[src/rtl/ffapuf_pkg.sv]
// Shared constants for the FF-arbiter PUF challenge-response sequencer:
// FSM state encoding, LFSR feedback taps and the arbiter clear pulse length.
package ffapuf_pkg;

  typedef logic [2:0] state_t;

  localparam state_t ST_IDLE   = 3'd0;
  localparam state_t ST_CLEAR  = 3'd1;
  localparam state_t ST_SETTLE = 3'd2;
  localparam state_t ST_SAMPLE = 3'd3;
  localparam state_t ST_VOTE   = 3'd4;
  localparam state_t ST_OUT    = 3'd5;

  // Galois form of x^32 + x^22 + x^2 + x + 1 for a right-shifting register.
  localparam logic [31:0] LFSR_TAPS = 32'h80200003;

  localparam int CLEAR_CYC = 2;

endpackage

[src/rtl/ffapuf_lfsr.sv]
// Right-shifting Galois LFSR holding the next challenge. Load wins over step;
// the caller is responsible for never loading zero.
module ffapuf_lfsr #(
  parameter int               WIDTH   = 32,
  parameter logic [WIDTH-1:0] TAPS    = 32'h80200003,
  parameter logic [WIDTH-1:0] RST_VAL = 32'hACE12345
) (
  input  logic             clk_i,
  input  logic             clr_i,
  input  logic             load_i,
  input  logic [WIDTH-1:0] load_val_i,
  input  logic             step_i,
  output logic [WIDTH-1:0] value_o
);

  logic [WIDTH-1:0] lfsr_q;
  logic [WIDTH-1:0] lfsr_d;

  always_comb begin
    lfsr_d = lfsr_q;
    if (load_i) begin
      lfsr_d = load_val_i;
    end else if (step_i) begin
      lfsr_d = {1'b0, lfsr_q[WIDTH-1:1]} ^ (lfsr_q[0] ? TAPS : '0);
    end
  end

  always_ff @(posedge clk_i or posedge clr_i) begin
    if (clr_i) begin
      lfsr_q <= RST_VAL;
    end else begin
      lfsr_q <= lfsr_d;
    end
  end

  assign value_o = lfsr_q;

endmodule

[src/rtl/ffapuf_crp_ctrl.sv]
// Challenge-response sequencer for the FF-arbiter PUF: repeats each challenge,
// majority-votes the responses and offers the CRP on a valid/ready port.
// Optional FFAPUF_UNSTABLE_FLAG_EN adds resp_unstable (bits that disagreed).
module ffapuf_crp_ctrl
  import ffapuf_pkg::*;
#(
  parameter int               WIDTH    = 32,
  parameter int               SETTLE   = 8,
  parameter int               REPEATS  = 5,
  parameter logic [WIDTH-1:0] DEF_SEED = 32'hACE12345
) (
  input  logic             clk,
  input  logic             clr,
  input  logic             start,
  input  logic             seed_load,
  input  logic [WIDTH-1:0] seed,
  output logic [WIDTH-1:0] puf_C,
  output logic             puf_clear,
  input  logic [WIDTH-1:0] puf_O,
  output logic             busy,
  output logic             resp_valid,
  input  logic             resp_ready,
  output logic [WIDTH-1:0] resp_chal,
`ifdef FFAPUF_UNSTABLE_FLAG_EN
  output logic [WIDTH-1:0] resp_unstable,
`endif
  output logic [WIDTH-1:0] resp_data
);

  localparam int CNT_W = $clog2(REPEATS + 1);
  localparam int TMR_W = $clog2(SETTLE + CLEAR_CYC + 1);

  state_t             state_q, state_d;
  logic [TMR_W-1:0]   tmr_q, tmr_d;
  logic [CNT_W-1:0]   rep_q, rep_d;
  logic [WIDTH-1:0]   puf_c_q, puf_c_d;
  logic               clear_q, clear_d;
  logic               valid_q, valid_d;
  logic [WIDTH-1:0]   chal_q;
  logic [WIDTH-1:0]   data_q;
  logic [CNT_W-1:0]   cnt_q [WIDTH];

  logic               lfsr_load;
  logic               lfsr_step;
  logic [WIDTH-1:0]   lfsr_val;
  logic [WIDTH-1:0]   seed_fix;
  logic               cnt_clr;
  logic               cnt_acc;
  logic               vote_en;
  logic [WIDTH-1:0]   vote_bits;

  // An all-zero seed would lock the LFSR, so it is replaced by the default.
  assign seed_fix = (seed == '0) ? DEF_SEED : seed;

  ffapuf_lfsr #(
    .WIDTH   (WIDTH),
    .TAPS    (WIDTH'(LFSR_TAPS)),
    .RST_VAL (DEF_SEED)
  ) u_lfsr (
    .clk_i      (clk),
    .clr_i      (clr),
    .load_i     (lfsr_load),
    .load_val_i (seed_fix),
    .step_i     (lfsr_step),
    .value_o    (lfsr_val)
  );

  always_comb begin
    state_d   = state_q;
    tmr_d     = tmr_q;
    rep_d     = rep_q;
    puf_c_d   = puf_c_q;
    clear_d   = clear_q;
    valid_d   = valid_q;
    lfsr_load = 1'b0;
    lfsr_step = 1'b0;
    cnt_clr   = 1'b0;
    cnt_acc   = 1'b0;
    vote_en   = 1'b0;
    case (state_q)
      ST_IDLE: begin
        lfsr_load = seed_load;
        if (start) begin
          // A seed loaded in the same cycle is already the challenge.
          puf_c_d = seed_load ? seed_fix : lfsr_val;
          cnt_clr = 1'b1;
          rep_d   = '0;
          tmr_d   = '0;
          clear_d = 1'b1;
          state_d = ST_CLEAR;
        end
      end
      ST_CLEAR: begin
        if (tmr_q == TMR_W'(CLEAR_CYC - 1)) begin
          tmr_d   = '0;
          clear_d = 1'b0;
          state_d = ST_SETTLE;
        end else begin
          tmr_d = tmr_q + 1'b1;
        end
      end
      ST_SETTLE: begin
        if (tmr_q == TMR_W'(SETTLE - 1)) begin
          tmr_d   = '0;
          state_d = ST_SAMPLE;
        end else begin
          tmr_d = tmr_q + 1'b1;
        end
      end
      ST_SAMPLE: begin
        cnt_acc = 1'b1;
        if (rep_q < CNT_W'(REPEATS - 1)) begin
          rep_d   = rep_q + 1'b1;
          clear_d = 1'b1;
          state_d = ST_CLEAR;
        end else begin
          state_d = ST_VOTE;
        end
      end
      ST_VOTE: begin
        vote_en = 1'b1;
        valid_d = 1'b1;
        state_d = ST_OUT;
      end
      ST_OUT: begin
        if (valid_q && resp_ready) begin
          valid_d   = 1'b0;
          lfsr_step = 1'b1;
          state_d   = ST_IDLE;
        end
      end
      default: begin
        state_d = ST_IDLE;
        clear_d = 1'b0;
        valid_d = 1'b0;
      end
    endcase
  end

  always_ff @(posedge clk or posedge clr) begin
    if (clr) begin
      state_q <= ST_IDLE;
      tmr_q   <= '0;
      rep_q   <= '0;
      puf_c_q <= '0;
      clear_q <= 1'b0;
      valid_q <= 1'b0;
    end else begin
      state_q <= state_d;
      tmr_q   <= tmr_d;
      rep_q   <= rep_d;
      puf_c_q <= puf_c_d;
      clear_q <= clear_d;
      valid_q <= valid_d;
    end
  end

  // Per-bit count of ones seen across the repeats of one challenge.
  always_ff @(posedge clk or posedge clr) begin
    if (clr) begin
      for (int i = 0; i < WIDTH; i++) begin
        cnt_q[i] <= '0;
      end
    end else if (cnt_clr) begin
      for (int i = 0; i < WIDTH; i++) begin
        cnt_q[i] <= '0;
      end
    end else if (cnt_acc) begin
      for (int i = 0; i < WIDTH; i++) begin
        cnt_q[i] <= cnt_q[i] + CNT_W'(puf_O[i]);
      end
    end
  end

  always_comb begin
    vote_bits = '0;
    for (int i = 0; i < WIDTH; i++) begin
      vote_bits[i] = (cnt_q[i] > CNT_W'(REPEATS / 2));
    end
  end

  always_ff @(posedge clk or posedge clr) begin
    if (clr) begin
      chal_q <= '0;
      data_q <= '0;
    end else if (vote_en) begin
      chal_q <= puf_c_q;
      data_q <= vote_bits;
    end
  end

`ifdef FFAPUF_UNSTABLE_FLAG_EN
  logic [WIDTH-1:0] unst_bits;
  logic [WIDTH-1:0] unst_q;

  // A bit is unstable when the repeats did not all agree.
  always_comb begin
    unst_bits = '0;
    for (int i = 0; i < WIDTH; i++) begin
      unst_bits[i] = (cnt_q[i] != '0) && (cnt_q[i] != CNT_W'(REPEATS));
    end
  end

  always_ff @(posedge clk or posedge clr) begin
    if (clr) begin
      unst_q <= '0;
    end else if (vote_en) begin
      unst_q <= unst_bits;
    end
  end

  assign resp_unstable = unst_q;
`endif

  assign puf_C      = puf_c_q;
  assign puf_clear  = clear_q;
  assign busy       = (state_q != ST_IDLE);
  assign resp_valid = valid_q;
  assign resp_chal  = chal_q;
  assign resp_data  = data_q;

endmodule

[config.mk]
export PLATFORM = sky130hd
export DESIGN_NAME = ffapuf_crp_ctrl
export DESIGN_NICKNAME = d
export VERILOG_FILES = /design/src/rtl/ffapuf_pkg.sv /design/src/rtl/ffapuf_lfsr.sv /design/src/rtl/ffapuf_crp_ctrl.sv
export SDC_FILE = /design/constraint.sdc
export NUM_CORES = 1
export LEC_CHECK = 0
export ABC_AREA = 1
export BUFFER_PORTS_ARGS = -buffer_cell sky130_fd_sc_hd__buf_2
export CAP_MARGIN = 20
export CORE_MARGIN = 2
export CORE_UTILIZATION = 53
export CTS_CLUSTER_SIZE = 30
export DETAILED_ROUTE_END_ITERATION = 10
export PLACE_DENSITY = 0.74
export RECOVER_POWER = 100
export SLEW_MARGIN = 10
export SYNTH_ARGS = -nofsm -noshare
export SYNTH_HDL_FRONTEND = slang
export SYNTH_SLANG_ARGS = --single-unit
[constraint.sdc]
create_clock -name clk -period 21.5 [get_ports clk]
set_clock_uncertainty 0.05 [all_clocks]
set_input_delay 1.075 -clock clk [delete_from_list [all_inputs] [get_ports clk]]
set_output_delay 1.075 -clock clk [all_outputs]
set_load 0.1 [all_outputs]
* Yosys cells after proc, flatten, opt, wreduce, memory -nomap -nowiden
Index checks and enable logic that the tools add are counted.
** Storage, ports and cells
- Register bits after elaboration :: 236
- Output and inout bits :: 99
- Logic and storage cells :: 172
** Cells by class
- $add $sub $neg :: 34
- Order comparisons :: 33
- Equality and inequality tests :: 12
- Mux-type cells :: 33
- Bitwise operators :: 3
- Reduce and logical (&&, ||, !) cells :: 16
** Operators by type and width (count)
- two-way mux 96 bit :: 2
- two-way mux 32 bit :: 5
- adder 3 x 1 -> 3 bit :: 32
- greater-than comparator 3 x 2 -> 1 bit (second input constant) :: 32
- zero test 32 bit :: 1
- XOR 31 x 32 -> 32 bit :: 1
- two-way mux 3 bit :: 7
- case mux 3 bit (6 select lines) :: 1
- two-way mux 4 bit :: 3
- case mux 4 bit (3 select lines) :: 1
- two-way mux 1 bit :: 11
- inequality test 2 bit (second input constant) :: 5
- AND reduction 4 bit :: 2
- equality test 3 x 2 -> 1 bit (second input constant) :: 2
- equality test 3 bit (second input constant) :: 2
- case mux 3 bit (2 select lines) :: 1
- AND reduction 2 bit :: 3
- nonzero test 2 bit :: 3
- nonzero test 3 bit :: 2
- adder 4 x 1 -> 4 bit (second input constant) :: 1
- equality test 4 x 1 -> 1 bit (second input constant) :: 1
- equality test 4 x 3 -> 1 bit (second input constant) :: 1
- case mux 1 bit (4 select lines) :: 1
- OR reduction 4 bit :: 1
- 9 further kinds :: 10

* Logic depth before layout (Yosys ltp)
Gate-level depths: netlist (run 1).
- Depth after elaboration :: 5
- Depth in mapped cells :: 10
- Depth with buffers taken out :: 9

* Modules after synthesis
From an unflattened synthesis (run 1), not the netlist that was laid out.
** Second synthesis, totals
- Cells, all modules :: 1236
- Area total of the unflattened synthesis :: 11085.6 um^2
** Modules (own cells, without submodules)
- ffapuf_crp_ctrl :: times used 1, cells an instance 1049, area each 9614.2 um^2, seq. area each 5104.9 um^2
- ffapuf_lfsr :: times used 1, cells an instance 187, area each 1471.4 um^2, seq. area each 818.3 um^2

* Worst setup path after synthesis (run 1)
Ideal clock, no wire load.
- Path kind :: in2reg
- From :: input seed_load
- To :: register puf_c_q[12], in the netlist puf_C[12]
- Data arrival time :: 2.075 ns
- Setup slack :: 19.244 ns
- Cell stages on the path :: 7
- Buffers on the path :: 3
- Cell sequence :: buf_2 > inv_1 > clkbuf_1 > clkbuf_1 > a21oi_1 > o21ai_0 > o21ai_0
** Between the ends
- Cells in the longest elaborated chain, start to end :: 1
** Ends and longest elaborated chain
- start, declared :: line ffapuf_crp_ctrl.sv:15 : input logic seed_load,
- two-way mux 32 bit :: line ffapuf_crp_ctrl.sv:85 : puf_c_d = seed_load ? seed_fix : lfsr_val;
- end signal, assigned :: line ffapuf_crp_ctrl.sv:152 : puf_c_q <= puf_c_d;
- end, declared :: line ffapuf_crp_ctrl.sv:36 : logic [WIDTH-1:0] puf_c_q, puf_c_d;
Every way passes these cells.
A chain may end at the register's enable or synchronous reset.

==> summary.txt, run 1 <==
Detailed routing
  – Final ANT Viol Nets: 0
  – Post-DR wirelength/cell: 14.9 µm
  – Initial drt markers: 590
  – Vias per inst: 5.25
  – Drc violations: 0
  – 1st-pass router iterations: 5
  – Via count: 8955
  – Post-Route WL: 25500 µm

GRT
  – Largest net degree at the start of global routing: 119
  – Total gr overflow: 0
  – Global-route wire length before repair: 42100 µm
  – Number of global-route vias before repair: 8467
  – Initial antenna violation count: 1
  – Total track usage: 23.1%

Floorplanning
  – Die Y: 148 µm
  – # IOs: 168
  – Starting Density: 54.3%
  – Die width: 148 µm
  – Row Count: 52
  – DIE AREA: 22000 µm²
  – Core area: 20300 µm²

Placement
  – DP Worst Slack: 17980 ps
  – Post-DP Area: 12000 µm²
  – Port Buffer Count: 167
  – Routability Congestion: 0.908
  – Total placed cells including tap cells: 1660
  – Final HPWL DP: 16300 µm

Timing
  – Final Max Tran Viols: 662
  – Worst slew margin: -208%
  – Fin crit period: 9020 ps
  – Final setup viols: 0
  – Setup TNS: 0 ps
  – Fin crit share: 41.9%
  – Actual slew at the worst max-slew pin: 4600 ps
  – Setup slack after layout: 12480 ps
  – Final hold violations: 0
  – RSZ-0062 raised after global routing: false
  – Max Freq: 111 MHz

Cells and area
  – Final instance area: 12600 µm²
  – Layout Area Growth over Synthesis: 14.8%
  – Final core occ: 62.3%
  – Final std cells w/o fill: 1707
  – Nets: 1554
  – Layout cells sized above 1: 9.26%

Worst setup path
  – Worst EP required: 21400 ps
  – CP arrival: 8920 ps
  – CP max FO: 104
  – Crit path kind: in -> async
  – Setup crit end kind: asynchronous set/reset pin
  – CP startpoint kind: primary input

Synthesis
  – Adder-Cell Fraction of Synth Area: 7.61%
  – Syn Area/Cell: 8.59 µm²
  – Largest family of logic cells by synthesized area: compound AO/OA/AOI/OAI gates
  – Gate Count Post-Synth: 1283
  – Seq/Total Area, Yosys: 53.8%
  – Combined area of all synthesized cells: 11000 µm²
  – Post-synth EDFFs: 0
  – Synth Area in Compound Gates: 16.0%
  – Synthesized flop and latch total: 236
  – Syn. warnings: 0
  – XOR/XNOR Fraction of Synth Area: 0.636%
  – Synth Net Count: 1419
  – Top cells by area, synth: dfrtp_1 (50%), nand2_1 (12%), ha_1 (7.6%), a21oi_1 (7.2%), o21ai_0 (5.2%)
  – Post-synthesis mux area share: 0%
  – Commonest cells post-synth: nand2_1 (365), dfrtp_1 (222), a21oi_1 (158)
  – Ys flop type: dfrtp_1
  – Most frequent cell after synthesis: nand2_1
  – Post-synth top area share: 50.4%
  – Unique masters post-synth: 29
  – Post-Synth Simple-Gate Area: 16.0%
  – Ys async rst share: 100%
  – Post-synth top area cell: dfrtp_1

CTS
  – Clk root buf: clkbuf_16
  – CTS sink count: 236
  – Clock Latency Late Sink: 510 ps
  – Total CTS buffers: 25
  – Post-CTS Setup Inserts: 0
  – Max H-tree Level: 1
  – CTS tree: done
  – CTS max path bufs: 3
  – CTS resizes: 0
  – Post-CTS Hold Buffers: 0
  – Clock slew at reported path FFs: 60 ps

Power
  – Pwr dens: 155 nW/µm²
  – Static Leak: 0.00619 µW
  – Maximum vdd ir drop: 0.164 mV

Flow run
  – Max Cap Viol: 10

Run status
  – Failing checks: capacitance limit, slew limit
  – Outcome: complete, but fails checks

Worst hold path
  – Hold crit path type: reg -> reg
area by class of cell:
class,instances,area [µm²]
multi-input combinational,883,4430
tap,270,338
sequential,236,5920
timing repair buffer,176,753
clock inverter,7,66.3
clock buffer,38,774
antenna,1,2.50
fill,1841,7650
inverter,96,362
registers in the layout, summed over array words and instances (netlist names):
register        cells
tmr_q               4
state_q             3
rep_q               3
resp_data          32
resp_chal          32
u_lfsr.value_o     32
cnt_q              96
resp_valid          1
puf_clear           1
puf_C              32
kinds of logic (layout without fill, tap and decap cells):
kind of cell,Yosys count,after routing
AOI/OAI and AO/OA,351,351
xor gates and xnor gates,8,8
adders and majority gates,67,67
buffers and inverters,164,317
DFF,236,236
other,0,1
and+or+nand+nor,457,457
routing by layer:
metal / vias to the layer above / track usage [%] / part of all wire (%)
li1: 4445 / - / -
met1: 4247 / 35.0 / 47
met2: 229 / 35.7 / 45
met3: 34 / 3.56 / 5.9
met4: 0 / 4.90 / 1.7
met5: - / 0 / 0
cell usage in the layout, fill, tap and decap left out, types with 4 or more instances in the layout:
master     instances
dfstp_2           14
clkbuf_1         109
clkinv_2           4
dfrtp_1          222
o21ai_0          139
o21ai_1           49
xor2_1             7
a21oi_1          158
buf_2             68
clkbuf_16         25
inv_1             91
nand3_1            7
nand2_1          367
nor2_1            78
ha_1              67
clkbuf_8          10
report_power, final:
group / switching (µW) / internal, µW
Clock: 172 / 259
Sequential: 101 / 596
Combinational: 666 / 170
Total: 939 / 1030
path summary, 6_finish.rpt:
kind                               startpoint  cells after the start  slack, ps                 end
min reg2reg                u_lfsr.value_o[27]                      2        420  u_lfsr.value_o[27]
max in group clk                   state_q[1]                      8      14660            cnt_q[5]
min in group asynchronous                 clr                      2       1920       resp_chal[22]
max                                       clr                      4      12480           cnt_q[15]
min                        u_lfsr.value_o[27]                      2        420  u_lfsr.value_o[27]
max reg2reg                        state_q[1]                      8      14660            cnt_q[5]
metrics by stage:
stage	hold WS, ps	total power, µW
floorplan	383	1380
global placement	403	1530
detailed placement	407	1550
CTS	419	1990
global route	428	2080
finish	420	1960
worst max-delay path, stage by stage:
cell and delay, ps:
buf_2 100, clkinvlp_2 2540, clkbuf_1 2860, clkbuf_1 2290
Note: power is estimated with default switching activity, not from simulation.
==> run 2, diff against run 1 <==
clock period = 9.03 ns   (was 21.5 ns; I/O delays follow)
==> run 2 against run 1 <==
The flow still finishes with violations (capacitance limit, slew limit). Worst setup slack lost 8400 ps. Non-clock buffer count unchanged. Final area decreased by 0.37%. Flip-flop and latch count stayed put. Clock-buffer cell count rose by 5. Utilization down 0.23 points. Power rose by 140%. Global-route usage increased by 0.32 points. Clock power grew 130%. Sequential share of layout area up 0.17 points. Largest cell class unchanged.
==> summary.txt, run 2 (synthesis results as in run 1) <==
Run status
  – Outcome: complete, but fails checks
  – Failing checks: capacitance limit, slew limit

Flow run
  – Max Cap Viol: 7 (-3)

CTS
  – Total CTS buffers: 25 (unchanged)
  – Post-CTS Setup Inserts: 0 (unchanged)
  – Clock Latency Late Sink: 510 ps (about the same)
  – Post-CTS Hold Buffers: 0 (unchanged)
  – Clk root buf: clkbuf_16
  – Clock slew at reported path FFs: 60 ps (about the same)
  – CTS tree: done
  – CTS sink count: 236 (unchanged)
  – CTS max path bufs: 3 (unchanged)
  – CTS resizes: 0 (unchanged)
  – Max H-tree Level: 1 (unchanged)

Cells and area
  – Commonest non-fill, non-tap cell in the layout: nand2_1
  – Final instance area: 12600 µm² (-0.37%)
  – Layout Area Growth over Synthesis: 14.4%
  – Layout cells sized above 1: 8.71% (-0.55 points)
  – Commonest cells after routing, fill and taps aside: nand2_1 (367), dfrtp_1 (222), a21oi_1 (158), o21ai_0 (132), clkbuf_1 (114)
  – Nets: 1554 (unchanged)
  – Largest register FFs: 96 (unchanged)
  – Antenna fix cells: 0 (-1)
  – Largest reg by FF count: cnt_q
  – Multi-input gate area: 4420 µm² (-0.17%)
  – Filler cell count: 1806 (-1.9%)
  – Sequential cell area: 5920 µm² (unchanged)

Timing
  – Fin crit share: 55.1%
  – RSZ-0062 raised after global routing: false
  – Max Freq: 201 MHz
  – Final setup viols: 0 (unchanged)
  – Setup TNS: 0 ps (unchanged)
  – Final Max Tran Viols: 505 (-24%)
  – Actual slew at the worst max-slew pin: 4110 ps (-492 ps)
  – Fin crit period: 4980 ps
  – Worst slew margin: -175% (+33 points)
  – Final hold violations: 0 (unchanged)

Placement
  – Post-DP Area: 12000 µm² (about the same)
  – Routability Congestion: 0.863 (-4.9%)
  – Final HPWL DP: 16600 µm (+1.5%)
  – Port Buffer Count: 167 (unchanged)

Detailed routing
  – Post-DR wirelength/cell: 15.2 µm (+1.6%)
  – Via count: 9023 (+0.76%)
  – Initial drt markers: 710 (+20%)
  – Drc violations: 0 (unchanged)
  – Final ANT Viol Nets: 0 (unchanged)
  – Post-Route WL: 25900 µm (+1.5%)
  – 1st-pass router iterations: 5 (unchanged)
  – Vias per inst: 5.29 (+0.88%)

Power
  – Total power: 4640 µW (+140%)
  – Static Leak: 0.00617 µW (-0.33%)
  – Pwr dens: 368 nW/µm² (+140%)
  – Maximum vdd ir drop: 0.409 mV (+150%)

Floorplanning
  – Die Y: 148 µm (unchanged)
  – Core area: 20300 µm² (unchanged)
  – # IOs: 168 (unchanged)
  – DIE AREA: 22000 µm² (unchanged)
  – Row Count: 52 (unchanged)
  – Die width: 148 µm (unchanged)
  – Starting Density: 54.3% (unchanged)

Worst setup path
  – FF-to-FF Start: state_q[1]
  – Max incr delay on CP: 2350 ps (-510 ps)
  – Crit path kind: reg -> reg
  – CP arrival: 5160 ps (-3760 ps)
  – Critical path, cell by cell: nand2_1 -> nor2_4 -> buf_4 -> inv_1 -> clkbuf_1 -> nand2_1 -> nand3_1 -> inv_1 -> a21oi_1 -> nor2_1
  – CP max FO: 76 (-27%)
  – Max stage delay cell, worst path: clkbuf_1
  – CP startpoint kind: flop
  – Reg2reg path depth: 10 (+2)
  – R2r setup slk: 4050 ps (-10610 ps)
  – Worst EP required: 9220 ps (-12180 ps)
  – Capturing point of the worst reg2reg path: rep_q[2]
  – Setup crit end kind: flop

Worst hold path
  – Hold crit path type: in -> reg
  – Hold path start: seed[14]
  – Hold Path End: u_lfsr.value_o[14]
  – Worst Hold Depth: 3 (+1)

GRT
  – Initial antenna violation count: 0 (-1)
  – Number of global-route vias before repair: 8391 (-0.90%)
  – Total gr overflow: 0 (unchanged)
  – Global-route wire length before repair: 42400 µm (+0.83%)
  – Largest net degree at the start of global routing: 93 (-22%)
  – Total track usage: 23.4% (+0.32 points)
==> run 2: changes by cell type in the layout (fill, tap and decap cells not counted), sizes merged <==
cell / previous run / this run
clkbuf: 144 / 146
clkinv: 7 / 2
clkinvlp: 2 / 1
buf: 70 / 73
diode: 1 / 0
==> run 2: per-layer routing <==
metal / GRT usage [%] / up-vias / wire, µm
met5: 0 / - / 0
met4: 5.38 / 0 / 444
met3: 3.16 / 35 / 1550
met2: 35.5 / 260 / 11600
met1: 36.1 / 4291 / 12300
li1: - / 4437 / -
==> run 2: area by class of cell <==
class / instances / share of cell area, %
sequential: 236 / 47.0
tap: 270 / 2.68
timing repair buffer: 176 / 6.07
multi-input combinational: 883 / 35.1
clock buffer: 43 / 6.06
clock inverter: 1 / 0.238
inverter: 96 / 2.87
==> run 2: power breakdown <==
| group | total [µW] | switching, µW | internal [µW] |
|---|---|---|---|
| Sequential | 1660 | 240 | 1420 |
| Clock | 997 | 401 | 596 |
| Combinational | 1990 | 1590 | 398 |
| Total | 4640 | 2230 | 2410 |
==> run 2: how the worst max path moves through the flow <==
stage	start	end	slack, ps	cells past startpoint
after global routing	state_q[1]	resp_chal[22]	3350	6
after detailed placement	seed_load	u_lfsr.value_o[5]	6270	6
after CTS	state_q[1]	rep_q[2]	6220	10
after floorplan	clr	cnt_q[0]	2080	1
after global placement	state_q[1]	rep_q[2]	6280	10
final	state_q[1]	rep_q[2]	4050	10
==> run 2: through the flow <==
| step | cells | worst slack (ps) | hold slack [ps] | utilization [%] |
|---|---|---|---|---|
| after floorplan | 1283 | 2080 | 383 | - |
| after global placement | 1661 | 6280 | 403 | 59.0 |
| final | 1705 | 4050 | 157 | 62.1 |
| after detailed placement | 1661 | 6270 | 408 | 59.0 |
| after global routing | 1705 | 3350 | 163 | 62.1 |
| after CTS | 1705 | 6220 | 22.4 | 62.9 |
==> run 2: worst max-delay path: cells and delay by family, from the launching register on <==
kind,cells,cell delay (ps)
buffers and inverters,4,3310
AO/OA/AOI/OAI,1,130
AND/OR/NAND/NOR,5,730
flip-flops,1,430
